$ cat src/rtl/div_seq_32.sv
// ============================================================================
//  Module      : div_seq_32
//  Description : Multicycle signed 32-bit restoring divider, one quotient bit
//                per clock. Optional remainder output under DIV_REMAINDER_EN.
//  Revision    : 1.0 - initial release
// ============================================================================
`default_nettype none

module div_seq_32 #(
    parameter int WIDTH = 32,
    parameter int ITER  = 32
) (
    input  logic             clock,
    input  logic             reset,
    input  logic             ctrl_DIV,
    input  logic [WIDTH-1:0] data_operandA,
    input  logic [WIDTH-1:0] data_operandB,
    output logic [WIDTH-1:0] data_result,
    output logic             data_exception,
    output logic             data_resultRDY,
`ifdef DIV_REMAINDER_EN
    output logic [WIDTH-1:0] data_remainder,
`endif
    output logic             busy
);

    localparam int                 c_CNT_W = (ITER > 1) ? $clog2(ITER) : 1;
    localparam logic [c_CNT_W-1:0] c_LAST  = c_CNT_W'(ITER - 1);
    localparam logic [WIDTH-1:0]   c_MIN   = {1'b1, {(WIDTH-1){1'b0}}};

    typedef enum logic [1:0] {
        S_IDLE = 2'd0,
        S_RUN  = 2'd1,
        S_FIX  = 2'd2,
        S_DONE = 2'd3
    } state_t;

    state_t             r_state;
    logic [c_CNT_W-1:0] r_cnt;
    logic [WIDTH:0]     r_rem;
    logic [WIDTH-1:0]   r_dvd;
    logic [WIDTH-1:0]   r_dvs;
    logic               r_sign;
`ifdef DIV_REMAINDER_EN
    logic               r_sign_a;
`endif

    logic               w_b_zero;
    logic               w_ovf;
    logic               w_exc;
    logic [WIDTH-1:0]   w_abs_a;
    logic [WIDTH-1:0]   w_abs_b;
    logic [WIDTH+1:0]   w_shift;
    logic [WIDTH+1:0]   w_trial;
    logic               w_qbit;

    assign w_b_zero = (data_operandB == '0);
    assign w_ovf    = (data_operandA == c_MIN) && (data_operandB == '1);
    assign w_exc    = w_b_zero || w_ovf;
    assign w_abs_a  = data_operandA[WIDTH-1] ? (~data_operandA + 1'b1) : data_operandA;
    assign w_abs_b  = data_operandB[WIDTH-1] ? (~data_operandB + 1'b1) : data_operandB;

    // Shifted remainder always stays below 2*divisor, so the top bit of the
    // trial difference is a reliable "went negative" indicator.
    assign w_shift  = {r_rem, r_dvd[WIDTH-1]};
    assign w_trial  = w_shift - {2'b00, r_dvs};
    assign w_qbit   = ~w_trial[WIDTH+1];

    always_ff @(posedge clock or posedge reset) begin
        if (reset) begin
            r_state        <= S_IDLE;
            r_cnt          <= '0;
            r_rem          <= '0;
            r_dvd          <= '0;
            r_dvs          <= '0;
            r_sign         <= 1'b0;
`ifdef DIV_REMAINDER_EN
            r_sign_a       <= 1'b0;
            data_remainder <= '0;
`endif
            data_result    <= '0;
            data_exception <= 1'b0;
            data_resultRDY <= 1'b0;
            busy           <= 1'b0;
        end else begin
            data_resultRDY <= 1'b0;

            case (r_state)
                S_RUN: begin
                    r_rem <= w_qbit ? w_trial[WIDTH:0] : w_shift[WIDTH:0];
                    r_dvd <= {r_dvd[WIDTH-2:0], w_qbit};
                    if (r_cnt == c_LAST) begin
                        r_cnt   <= '0;
                        r_state <= S_FIX;
                    end else begin
                        r_cnt   <= r_cnt + 1'b1;
                    end
                end
                S_FIX: begin
                    // A start arriving here aborts, so no result is committed.
                    if (!ctrl_DIV) begin
                        data_result    <= r_sign ? (~r_dvd + 1'b1) : r_dvd;
`ifdef DIV_REMAINDER_EN
                        data_remainder <= r_sign_a ? (~r_rem[WIDTH-1:0] + 1'b1)
                                                   : r_rem[WIDTH-1:0];
`endif
                        data_exception <= 1'b0;
                        data_resultRDY <= 1'b1;
                        busy           <= 1'b0;
                        r_state        <= S_DONE;
                    end
                end
                S_DONE: begin
                    // Ready still low here means an exception result is pending.
                    if (!data_resultRDY) begin
                        data_result    <= r_dvd;
`ifdef DIV_REMAINDER_EN
                        data_remainder <= '0;
`endif
                        data_exception <= 1'b1;
                        data_resultRDY <= 1'b1;
                    end
                    busy    <= 1'b0;
                    r_state <= S_IDLE;
                end
                default: begin
                    r_state <= S_IDLE;
                end
            endcase

            // A start in any state wins over the state update above.
            if (ctrl_DIV) begin
                r_cnt    <= '0;
                r_rem    <= '0;
                r_dvs    <= w_abs_b;
                r_sign   <= data_operandA[WIDTH-1] ^ data_operandB[WIDTH-1];
`ifdef DIV_REMAINDER_EN
                r_sign_a <= data_operandA[WIDTH-1];
`endif
                busy     <= 1'b1;
                if (w_exc) begin
                    r_dvd   <= w_ovf ? c_MIN : '0;
                    r_state <= S_DONE;
                end else begin
                    r_dvd   <= w_abs_a;
                    r_state <= S_RUN;
                end
            end
        end
    end

endmodule

`default_nettype wire

$ cat config.mk
export PLATFORM = sky130hd
export DESIGN_NAME = div_seq_32
export DESIGN_NICKNAME = d
export VERILOG_FILES = /design/src/rtl/div_seq_32.sv
export SDC_FILE = /design/constraint.sdc
export NUM_CORES = 1
export LEC_CHECK = 0
export BUFFER_PORTS_ARGS = -buffer_cell sky130_fd_sc_hd__buf_2
export CAP_MARGIN = 20
export CORE_MARGIN = 2
export CORE_UTILIZATION = 65
export DETAILED_ROUTE_END_ITERATION = 8
export GPL_TIMING_DRIVEN = 0
export PLACE_DENSITY_LB_ADDON = 0.12
export SETUP_SLACK_MARGIN = 0.3
export SLEW_MARGIN = 5
export SYNTH_ARGS = -nofsm -noshare
export SYNTH_HDL_FRONTEND = slang
export SYNTH_SLANG_ARGS = --single-unit
$ cat constraint.sdc
create_clock -name clock -period 7.23 [get_ports clock]
set_clock_uncertainty 0.15 [all_clocks]
set_input_delay 1.0845 -clock clock [delete_from_list [all_inputs] [get_ports clock]]
set_output_delay 1.0845 -clock clock [all_outputs]
set_load 0.01 [all_outputs]
# Yosys cells after proc, flatten, opt, wreduce, memory -nomap -nowiden
# Index checks and enable logic that the tools add are counted.
# word_totals
register_bits,140
out_inout_bits,35
wordCells,65
in_bits,67
# classes
add_sub_neg,5
reduce_logical,8
eq_ne,9
bitwise,5
muxes,28
# ops
op,n
$mux 32,9
$mux 33,3
$add 32x1->32 const B,3
$not 32->32,3
$eq 32x32->1 const B,2
$pmux 32 s2,1
$sub 34x32->34,1
$logic_not 32->1,1
$mux 5,3
$mux 1,6
$mux 2,3
$reduce_bool 2->1,3
$add 5x1->5 const B,1
$eq 5x5->1 const B,1
$eq 2x2->1 const B,2
$ne 2x2->1 const B,2
$pmux 1 s2,2
$pmux 2 s2,1
$ne 3x3->1 const B,1
$reduce_and 3->1,1
$eq 2x1->1 const B,1
$reduce_or 2->1,1
$logic_and 1x1->1,1
$logic_or 1x1->1,1
2 further kinds,2

# Logic depth before layout (Yosys ltp)
# Gate-level depths: netlist of run 1.
# depth
depth_word,5
mapped_depth,13
mapped_depth_nobuf,12

# Worst setup path after synthesis of run 1
# Ideal clock, no wire load.
# synth_path
kind,input port to flip-flop
from,input port data_operandB[6]
to,register r_dvd[1]
path_slack_ns,3.853
n_path_buf,1
setup_ns,0.119
required_ns,6.961
stages,10
arrival_ns,3.109
path_cell_list,or4_1 -> nor3_2 -> nand4_1 -> nand2b_1 -> nand2b_1 -> nor3_1 -> a211o_1 -> buf_2 -> o21ai_0 -> o21a_1
# synth_via
elab_chain_cells,5
elab_cells_between_ends,6
cone_classes,1 x eq/ne; 2 x mux; 3 x reduce/logical
# synth_rtl
item,line,text
start: declaration,17,"input logic [WIDTH-1:0] data_operandB,"
$eq 32x32->1,58,assign w_ovf = (data_operandA == c_MIN) && (data_operandB == '1);
$logic_and 1x1->1,58,
$logic_or 1x1->1 (*),59,assign w_exc = w_b_zero || w_ovf;
$mux 32 (*),141,if (w_exc) begin
$mux 32 (*),132,if (ctrl_DIV) begin
end signal: assignment,91,"r_dvd <= {r_dvd[WIDTH-2:0], w_qbit};"
end signal: assignment,142,r_dvd <= w_ovf ? c_MIN : '0;
end signal: assignment,145,r_dvd <= w_abs_a;
end: declaration,41,logic [WIDTH-1:0] r_dvd;
# Every way passes the cells marked *; elsewhere a longest branch is shown, timed or not.
# A chain may end at the register's enable or synchronous reset.

# Worst setup path in the final report of run 1
# layout_path
from,register r_dvs[5]
to,register r_rem[3]
# layout_via
elab_chain_cells,4
# layout_rtl
item,line,text
start: declaration,42,logic [WIDTH-1:0] r_dvs;
start signal: assignment,135,r_dvs <= w_abs_b;
$sub 34x32->34,66,"assign w_trial = w_shift - {2'b00, r_dvs};"
$mux 33,90,r_rem <= w_qbit ? w_trial[WIDTH:0] : w_shift[WIDTH:0];
$mux 33,88,case (r_state)
$mux 33,132,
end signal: assignment,90,
end: declaration,40,logic [WIDTH:0] r_rem;
# No other way between the ends. The select of a mux whose other input is x is not followed.

==> flow_metrics.tcl, run 1 <==
set metrics [dict create \
    outcome "complete, no violations" \
    gp_congestion 0.952 \
    antenna_left 0 \
    nNetsFinal 1353 \
    reg2reg_depth 11 \
    grt_max_degree 92 \
    cts_htree_levels 4 \
    rsz0062_at_grt "false" \
    cts_root_buf "clkbuf_16" \
    syn_nets 1234 \
    port_buffers 99 \
    r2r_end "r_rem[3]$_DFFE_PP0P_" \
    r2r-start "r_dvs[5]$_DFFE_PP0P_" \
    relSlewSlack_pct 43.3 \
    cp.arrival_ps 3910 \
    dp_slack_ps 3190 \
    die_h_um 126 \
    slew_violations 0 \
    layout_min_cycle_time_ps 3750 \
    cp-end-kind "flop" \
    hold_depth 2 \
    leakagePower_nw 4.98 \
    ys_seq_elements 140 \
    worst_pin_slew_ps 850 \
    routedWlPerCell_um 19.0 \
    required_ps 7390 \
    post_drt_via_cell_ratio 6.37 \
    mostFrequentLayoutCells "dfrtp_1, o21ai_0, nand2_1, buf_2, nor2_1" \
    area_delta_synth_final_pct 14.3 \
    postSynthAreaPerCell_um2 8.58 \
    synth_cell_type_count 66 \
    drtIter0Drc 908 \
    overflow 0 \
    syn-instance-count 1125 \
    drt_wl_total_mm 27.3 \
    grt_pass1_vias 8543 \
    fin_tns_setup_ps 0 \
    clock_latency_ps 430 \
    cts_buffer_depth 2 \
    synth_edf_count 0 \
    async_flop_share_pct 100 \
    finalSetupViolCount 0 \
    yosysWarningCount 0 \
    ctsResizeCount 0 \
    finalCritPeriodShare_pct 51.9 \
    synth_top_flop_cell "dfrtp_1" \
    clkTransAtPathRegs_ps 60 \
    maxCapViolations 0 \
    critPathMaxFanout 10 \
    initial_utilization_pct 66.5 \
    antenna_found_initial 0 \
    coreArea_um2 14500 \
    rows 44 \
    grt_first_pass_wirelength_mm 44.5 \
    cts-buffers-inserted 17 \
    crit_path_start_kind "flop" \
    ctsHoldBuffers 0 \
    n_fill_cell 1088 \
    vdd_drop_max_mv 0.220 \
    seq_area_frac_synth_pct 36.3 \
    hold_class "reg2reg" \
    cts_setup_buffers 0 \
    setup_ws_ps 3480 \
    crit_start "r_dvs[5]$_DFFE_PP0P_" \
    syn_area_um2 9660 \
    place_hpwl_mm 20.3 \
    route.detailed.drc 0 \
    die_w_um 126 \
    crit_end "r_rem[3]$_DFFE_PP0P_" \
    fmax_mhz 266 \
    drive_above_1_share_pct 12.3 \
    antenna_cells 0 \
    cts_tree "done" \
    clock_sinks 140 \
    path_class "reg2reg" \
    num_vias 9175 \
    io_pins 102 \
    hold_viol 0 \
    grt_usage_pct 35.3 \
    rrSetupSlack_ps 3480 \
    p_per_area_nw_per_um2 333 \
    layout_commonest_cell "dfrtp_1" \
    min_from "data_result[30]$_DFFE_PP0P_" \
    dieArea_um2 15800 \
    drt_first_pass_iters 5 \
]
## synth_stat cells (20+ instances only)
library cell  number  area, um2
xor2_1            77        674
o21ai_0          112        561
nor2_1            96        360
o21a_1            24        180
dfrtp_1          140       3500
clkbuf_1          49        184
nand2_1          110        413
nor3_1            22        110
a21oi_1           74        370
inv_1             54        203
o31ai_1           20        150
ha_1              41        513
mux2i_1           37        370
xnor2_1           36        315
## layout make-up
type	instances	area, um2	share of cell area (%)
timing repair buffer	100	523	4.74
clock inverter	13	191	1.73
multi-input combinational	869	5700	51.6
buffer	61	253	2.29
clock buffer	19	433	3.92
sequential	140	3500	31.7
tap	184	230	2.09
inverter	55	211	1.92
## flip-flops by register name (all words and copies together), names as in the netlist, 2 cells and up
signal and count:
r_cnt 5, r_dvd 32, r_state 2, r_dvs 32
r_rem 33, data_result 32
## routing by layer
| metal | vias to the layer above | global-route usage [%] | routed length, um |
|---|---|---|---|
| met5 | - | 0 | 0 |
| met4 | 0 | 8.40 | 415 |
| met3 | 53 | 9.43 | 3040 |
| met2 | 473 | 51.6 | 11700 |
| met1 | 4351 | 52.8 | 12100 |
| li1 | 4298 | - | - |
## logic make-up after synthesis
kind of cell / after synthesis / synth area share (%)
flops: 140 / 36.3
simple gates: 322 / 15.6
compound gates: 354 / 23.7
fa+ha+maj: 42 / 5.52
mux: 38 / 3.95
buf+inv: 116 / 4.75
xor+xnor: 113 / 10.2
## power breakdown
part           leakage, nW  internal [W]  switching, W
combinational         2.97      0.000613      0.000950
sequential            1.72      0.000985      0.000187
clock                0.299      0.000581      0.000356
## worst max-delay path, stage by stage, from the launching register on
cell and delay (ps):
dfrtp_1 370, inv_1 60, ha_1 260, clkbuf_1 310, a31oi_1 250, a2111oi_4 480
nor3_2 170, o31a_1 370, o211ai_2 430, buf_2 350, nand2_1 100, a311oi_1 330
## worst min path at each step
stage | end | slack (ps)
floorplan | r_dvs[0]$_DFFE_PP0P_ | 330
global placement | data_result[10]$_DFFE_PP0P_ | 310
finish | data_result[30]$_DFFE_PP0P_ | 330
CTS | data_result[30]$_DFFE_PP0P_ | 330
global route | data_result[18]$_DFFE_PP0P_ | 350
detailed placement | data_result[7]$_DFFE_PP0P_ | 320
## through the flow
stage               area, um2  instances  total power (W)  util (%)  hold slack, ps
floorplan                9660       1125          0.00221         -             335
global placement        10400       1408          0.00264      71.4             307
detailed placement      10400       1409          0.00269      71.7             316
CTS                     11000       1441          0.00363      76.0             328
global route            11000       1441          0.00389      76.0             354
finish                  11000       1441          0.00367      76.0             326
Note: power is estimated with default switching activity, not from simulation.
==> run 2, diff against run 1 <==
CORE_UTILIZATION = 60   (was 65)
clock period = 3.8 ns   (was 7.23 ns; I/O delays follow)
==> run 2 against run 1 <==
  * Clock power rose by 87%
  * Setup slack got worse by 3100 ps
  * Cell count increased by 2.9%
  * Total power is 93% higher
  * Worst hold slack worse by 18 ps
  * Fmax increased by 9.7%
  * Routed wire length grew 1.8%
  * Core utilization shrank 4.7 points
  * Clock-buffer cell count increased by 1
  * First-iteration DRC count decreased by 12%
  * Sequential power is 91% higher
==> flow_metrics.tcl, run 2 (same netlist as run 1, synthesis figures left out) <==
set metrics [dict create \
    outcome "complete, no violations" \
    regMostFlops "r_rem" \
    internal_power_w 0.00420 \
    clock_latency_ps 430 \
    finalCritPeriodShare_pct 90.1 \
    vdd_drop_max_mv 0.416 \
    cts_htree_levels 4 \
    grt_usage_pct 33.1 \
    met2_usage_pct 47.9 \
    fmax_mhz 292 \
    slew_violations 0 \
    cp-end-kind "flop" \
    port_buffers 99 \
    worst_pin_slew_ps 800 \
    critPathMaxFanout 7 \
    drt_first_pass_iters 5 \
    post_drt_via_cell_ratio 6.14 \
    dpl.cell_count 1444 \
    grt_max_degree 41 \
    grt_util_met1_pct 51.0 \
    required_ps 3970 \
    dieArea_um2 17100 \
    n_fill_cell 1261 \
    grt_pass1_vias 8216 \
    multiInputGateArea_um2 5780 \
    cts_buffer_depth 2 \
    top_usage_layer "met1" \
    crit_path_start_kind "flop" \
    drtIter0Drc 799 \
    combPwrFrac_pct 43.7 \
    antenna_left 0 \
    fin_util_pct 71.3 \
    cp.arrival_ps 3600 \
    io_pins 102 \
    finalSetupViolCount 0 \
    cts_root_buf "clkbuf_16" \
    num_vias 9104 \
    maxCapViolations 0 \
    p_sw_w 0.00288 \
    leakagePower_nw 5.04 \
    rsz0062_at_grt "false" \
    seqCellArea_um2 3500 \
    power_frac_seq_pct 31.6 \
    layout_min_cycle_time_ps 3420 \
    clock_sinks 140 \
    final_cell_count_no_fill 1483 \
    mostFrequentLayoutCells "dfrtp_1, o21ai_0, nand2_1, buf_2, nor2_1" \
    relSlewSlack_pct 46.7 \
    swShare_pct 40.7 \
    largest_reg_flops 33 \
    die_h_um 131 \
    antenna_cells 0 \
    coreArea_um2 15800 \
    routedWlPerCell_um 18.8 \
    nNetsFinal 1363 \
    overflow 0 \
    clockPowerShare_pct 24.7 \
    path_class "reg2reg" \
    drive_above_1_share_pct 14.1 \
    p_per_area_nw_per_um2 627 \
    cts_tree "done" \
    cts-buffers-inserted 17 \
    hold_viol 0 \
    area_delta_synth_final_pct 16.8 \
    grtUsageMet3_pct 6.07 \
    initial_utilization_pct 61.0 \
    grt_first_pass_wirelength_mm 43.5 \
    die_w_um 131 \
    gp_congestion 0.981 \
    drt_wl_total_mm 27.8 \
    route.detailed.drc 0 \
    fin_tns_setup_ps 0 \
    place_hpwl_mm 20.5 \
    layout_commonest_cell "dfrtp_1" \
    hold_class "in2reg" \
    rows 46 \
    clkTransAtPathRegs_ps 60 \
    antenna_found_initial 0 \
]
run 2: cell count changes in the layout (fill, tap and decap cells not counted), sizes merged:
| cell | previous run | this run |
|---|---|---|
| inv | 56 | 55 |
| buf | 112 | 121 |
| clkinvlp | 2 | 4 |
| clkinv | 6 | 5 |
| clkbuf | 68 | 69 |
| dlygate4sd3 | 0 | 1 |
| bufinv | 4 | 3 |
run 2: cell type report:
cell class | count | area share (%)
Buffer | 61 | 2.37
Clock buffer | 20 | 4.05
Tap cell | 216 | 2.40
Multi-Input combinational cell | 869 | 51.2
Clock inverter | 12 | 1.43
Inverter | 55 | 1.86
Sequential cell | 140 | 31.1
Timing Repair Buffer | 110 | 5.59
run 2: layer usage:
metal / share of wire (%) / wire length (um) / vias to the layer above
met2: 43 / 11800 / 392
met5: 0 / 0 / -
met4: 1.6 / 437 / 0
met3: 8.3 / 2300 / 38
met1: 48 / 13200 / 4337
li1: - / - / 4337
run 2: worst paths after layout:
path	from	cells after the start	to	slack [ps]
min in group asynchronous	reset	3	data_result[23]$_DFFE_PP0P_	490
max	r_dvs[17]$_DFFE_PP0P_	11	r_rem[29]$_DFFE_PP0P_	380
max reg2reg	r_dvs[17]$_DFFE_PP0P_	11	r_rem[29]$_DFFE_PP0P_	380
max in group asynchronous	reset	7	r_dvd[2]$_DFFE_PP0P_	1820
min reg2reg	data_result[18]$_DFFE_PP0P_	2	data_result[18]$_DFFE_PP0P_	330
min	data_operandB[0]	2	r_dvs[0]$_DFFE_PP0P_	310
run 2: power by group through the flow:
stage	clock (W)	combinational, W	sequential (W)
5_1_grt	0.00183	0.00340	0.00227
4_1_cts	0.00176	0.00299	0.00222
6_report	0.00175	0.00309	0.00224
3_5_place_dp	0	0.00288	0.00224
3_3_place_gp	0	0.00281	0.00222
2_1_floorplan	0	0.00200	0.00222
run 2: timing repair:
item,in CTS,in global routing
setup buffers,3,3
gates resized for setup,5,19
pin swaps,3,3
endpoints found under the hold margin,10,0
endpoints found under the setup margin,18,32
hold buffers,1,0
run 2: critical path, stage by stage, from the launching register on:
cell	delay, ps
dfrtp_1	360
inv_1	90
ha_1	270
clkbuf_1	250
nand4_1	290
a2111oi_4	460
nor3_4	110
buf_4	160
o311ai_0	600
xor2_1	220
nand2_1	90
a311oi_1	270
run 2: through the flow:
| step | hold WS, ps | worst slack [ps] | power [W] | area [um2] |
|---|---|---|---|---|
| after CTS | 294 | 331 | 0.00696 | 11200 |
| after detailed placement | 318 | 192 | 0.00512 | 10500 |
| after global routing | 313 | 253 | 0.00750 | 11300 |
| final | 308 | 376 | 0.00708 | 11300 |
| after floorplan | 335 | 799 | 0.00421 | 9660 |
| after global placement | 307 | 229 | 0.00504 | 10400 |
==> run 3, diff against run 2 <==
REMOVE_ABC_BUFFERS = 1   (was default)
==> run 3 against run 2 <==
  * Core utilization rose by 1.1 points
  * Critical path depth did not move
  * Clock power barely moved
  * Combinational power rose by 9.7%
  * Non-clock buffer count fell by 37
  * Clock-buffer cell count did not move
  * Worst hold slack got worse by 270 ps
  * Critical path type unchanged
  * Largest cell class unchanged
==> flow_metrics.tcl, run 3 (same netlist as run 1, synthesis figures left out) <==
set metrics [dict create \
    clkTransAtPathRegs_ps 60 \
    rsz0062_at_grt "true" \
    cts_htree_levels 4 \
    crit_path_start_kind "flop" \
    cts_buffer_depth 2 \
    antenna_left 0 \
    p_per_area_nw_per_um2 641 \
    regMostFlops "r_rem" \
    place_hpwl_mm 16.2 \
    routedWlPerCell_um 17.2 \
    hold_ws_ps 42.1 \
    drt_first_pass_iters 6 \
    route.detailed.drc 0 \
    antenna_found_initial 0 \
    die_w_um 131 \
    hold_class "in2async" \
    area_delta_synth_final_pct 18.6 \
    hold_viol 0 \
    gp_congestion 0.860 \
    maxCapViolations 0 \
    io_pins 102 \
    rows 46 \
    worst_pin_slew_ps 825 \
    cts-buffers-inserted 17 \
    drtIter0Drc 663 \
    rrSetupSlack_ps 260 \
    grt_max_degree 90 \
    cts_root_buf "clkbuf_16" \
    finalSetupViolCount 0 \
    dieArea_um2 17100 \
    grt_pass1_vias 7879 \
    outcome "complete, no violations" \
    overflow 0 \
    nNetsFinal 1328 \
    cp-end-kind "flop" \
    required_ps 3910 \
    coreArea_um2 15800 \
    finalPower_w 0.00734 \
    fin_tns_setup_ps 0 \
    layout_min_cycle_time_ps 3540 \
    path_class "reg2reg" \
    port_buffers 101 \
    cp.arrival_ps 3650 \
    drt_wl_total_mm 24.9 \
    num_vias 8732 \
    drive_above_1_share_pct 17.1 \
    post_drt_via_cell_ratio 6.03 \
    cts_tree "done" \
    die_h_um 131 \
    slew_violations 0 \
    vdd_drop_max_mv 0.411 \
    relSlewSlack_pct 44.5 \
    grt_usage_pct 28.5 \
    initial_utilization_pct 61.0 \
    layout_commonest_cell "dfrtp_1" \
    mostFrequentLayoutCells "dfrtp_1, o21ai_0, nand2_1, buf_2, nor2_1" \
    clock_sinks 140 \
    clock_latency_ps 430 \
    finalCritPeriodShare_pct 93.2 \
    fmax_mhz 282 \
    critPathMaxFanout 6 \
    largest_reg_flops 33 \
    grt_first_pass_wirelength_mm 38.9 \
    leakagePower_nw 5.11 \
]
==> run 3: cell count changes in the layout (fill, tap and decap cells not counted), moves of 3 or more <==
cell,previous run,this run
buf_12,4,1
buf_1,4,0
ha_4,1,6
a21oi_1,70,73
clkbuf_1,49,1
ha_2,4,1
mux2i_2,0,3
buf_16,0,4
a21oi_2,4,1
buf_4,8,26
mux2i_1,37,34
==> run 3: repair_timing <==
item                       in CTS  in global routing
gates cloned                    1                  3
gates resized for setup         8                 32
hold buffers                    0                  0
buffers inserted                4                 21
setup endpoints to repair      65                 46
pin swaps                       3                 10
==> run 3: layout make-up <==
type	instances	area, um2
Antenna cell	1	2.50
Clock inverter	12	161
Tap cell	216	270
Timing Repair Buffer	134	887
Inverter	55	215
Fill cell	1231	4370
Multi-Input combinational cell	871	5960
Sequential cell	140	3500
Clock buffer	20	457
==> run 3: final timing paths <==
| kind | end | startpoint | depth (start not counted) |
|---|---|---|---|
| worst max-delay path | r_rem[22]$_DFFE_PP0P_ | r_dvs[1]$_DFFE_PP0P_ | 11 |
| worst min-delay path | r_rem[31]$_DFFE_PP0P_ | reset | 2 |
| worst max register to register | r_rem[22]$_DFFE_PP0P_ | r_dvs[1]$_DFFE_PP0P_ | 11 |
| worst min register to register | data_result[20]$_DFFE_PP0P_ | data_result[20]$_DFFE_PP0P_ | 2 |
| max in group asynchronous | data_result[7]$_DFFE_PP0P_ | reset | 3 |
| min in group clock | r_dvd[0]$_DFFE_PP0P_ | data_operandA[0] | 3 |
==> run 3: through the flow <==
stage,cell area [um2],utilization (%),std cells,setup slack (ps)
after floorplan,9410,-,1064,-673
after global placement,10200,64.3,1381,-2570
after detailed placement,10300,65.4,1387,-587
after CTS,11100,69.8,1424,316
after global routing,11500,72.4,1448,95.9
final,11500,72.4,1449,258
==> run 3: power by group <==
part / switching, W / total (W) / internal [W]
Clock: 0.000679 / 0.00175 / 0.00107
Sequential: 0.000324 / 0.00220 / 0.00187
Combinational: 0.00185 / 0.00339 / 0.00154
==> run 3: worst max-delay path, cell delays in order (launching register included) <==
cell,delay [ps]
dfrtp_1,350
inv_1,70
ha_1,300
nor2b_4,160
o31a_4,150
o2111ai_4,140
a2111oi_4,530
nor3_4,120
o311ai_4,500
o211a_4,350
nor3_1,70
a2111oi_1,480
==> run 3: routing by layer <==
metal | share of wire, % | GRT usage, % | up-vias
met1 | 45 | 40.4 | 4125
met2 | 47 | 43.9 | 299
met3 | 5.3 | 5.29 | 58
li1 | - | - | 4250
met5 | 0 | 0 | -
met4 | 2.8 | 10.1 | 0
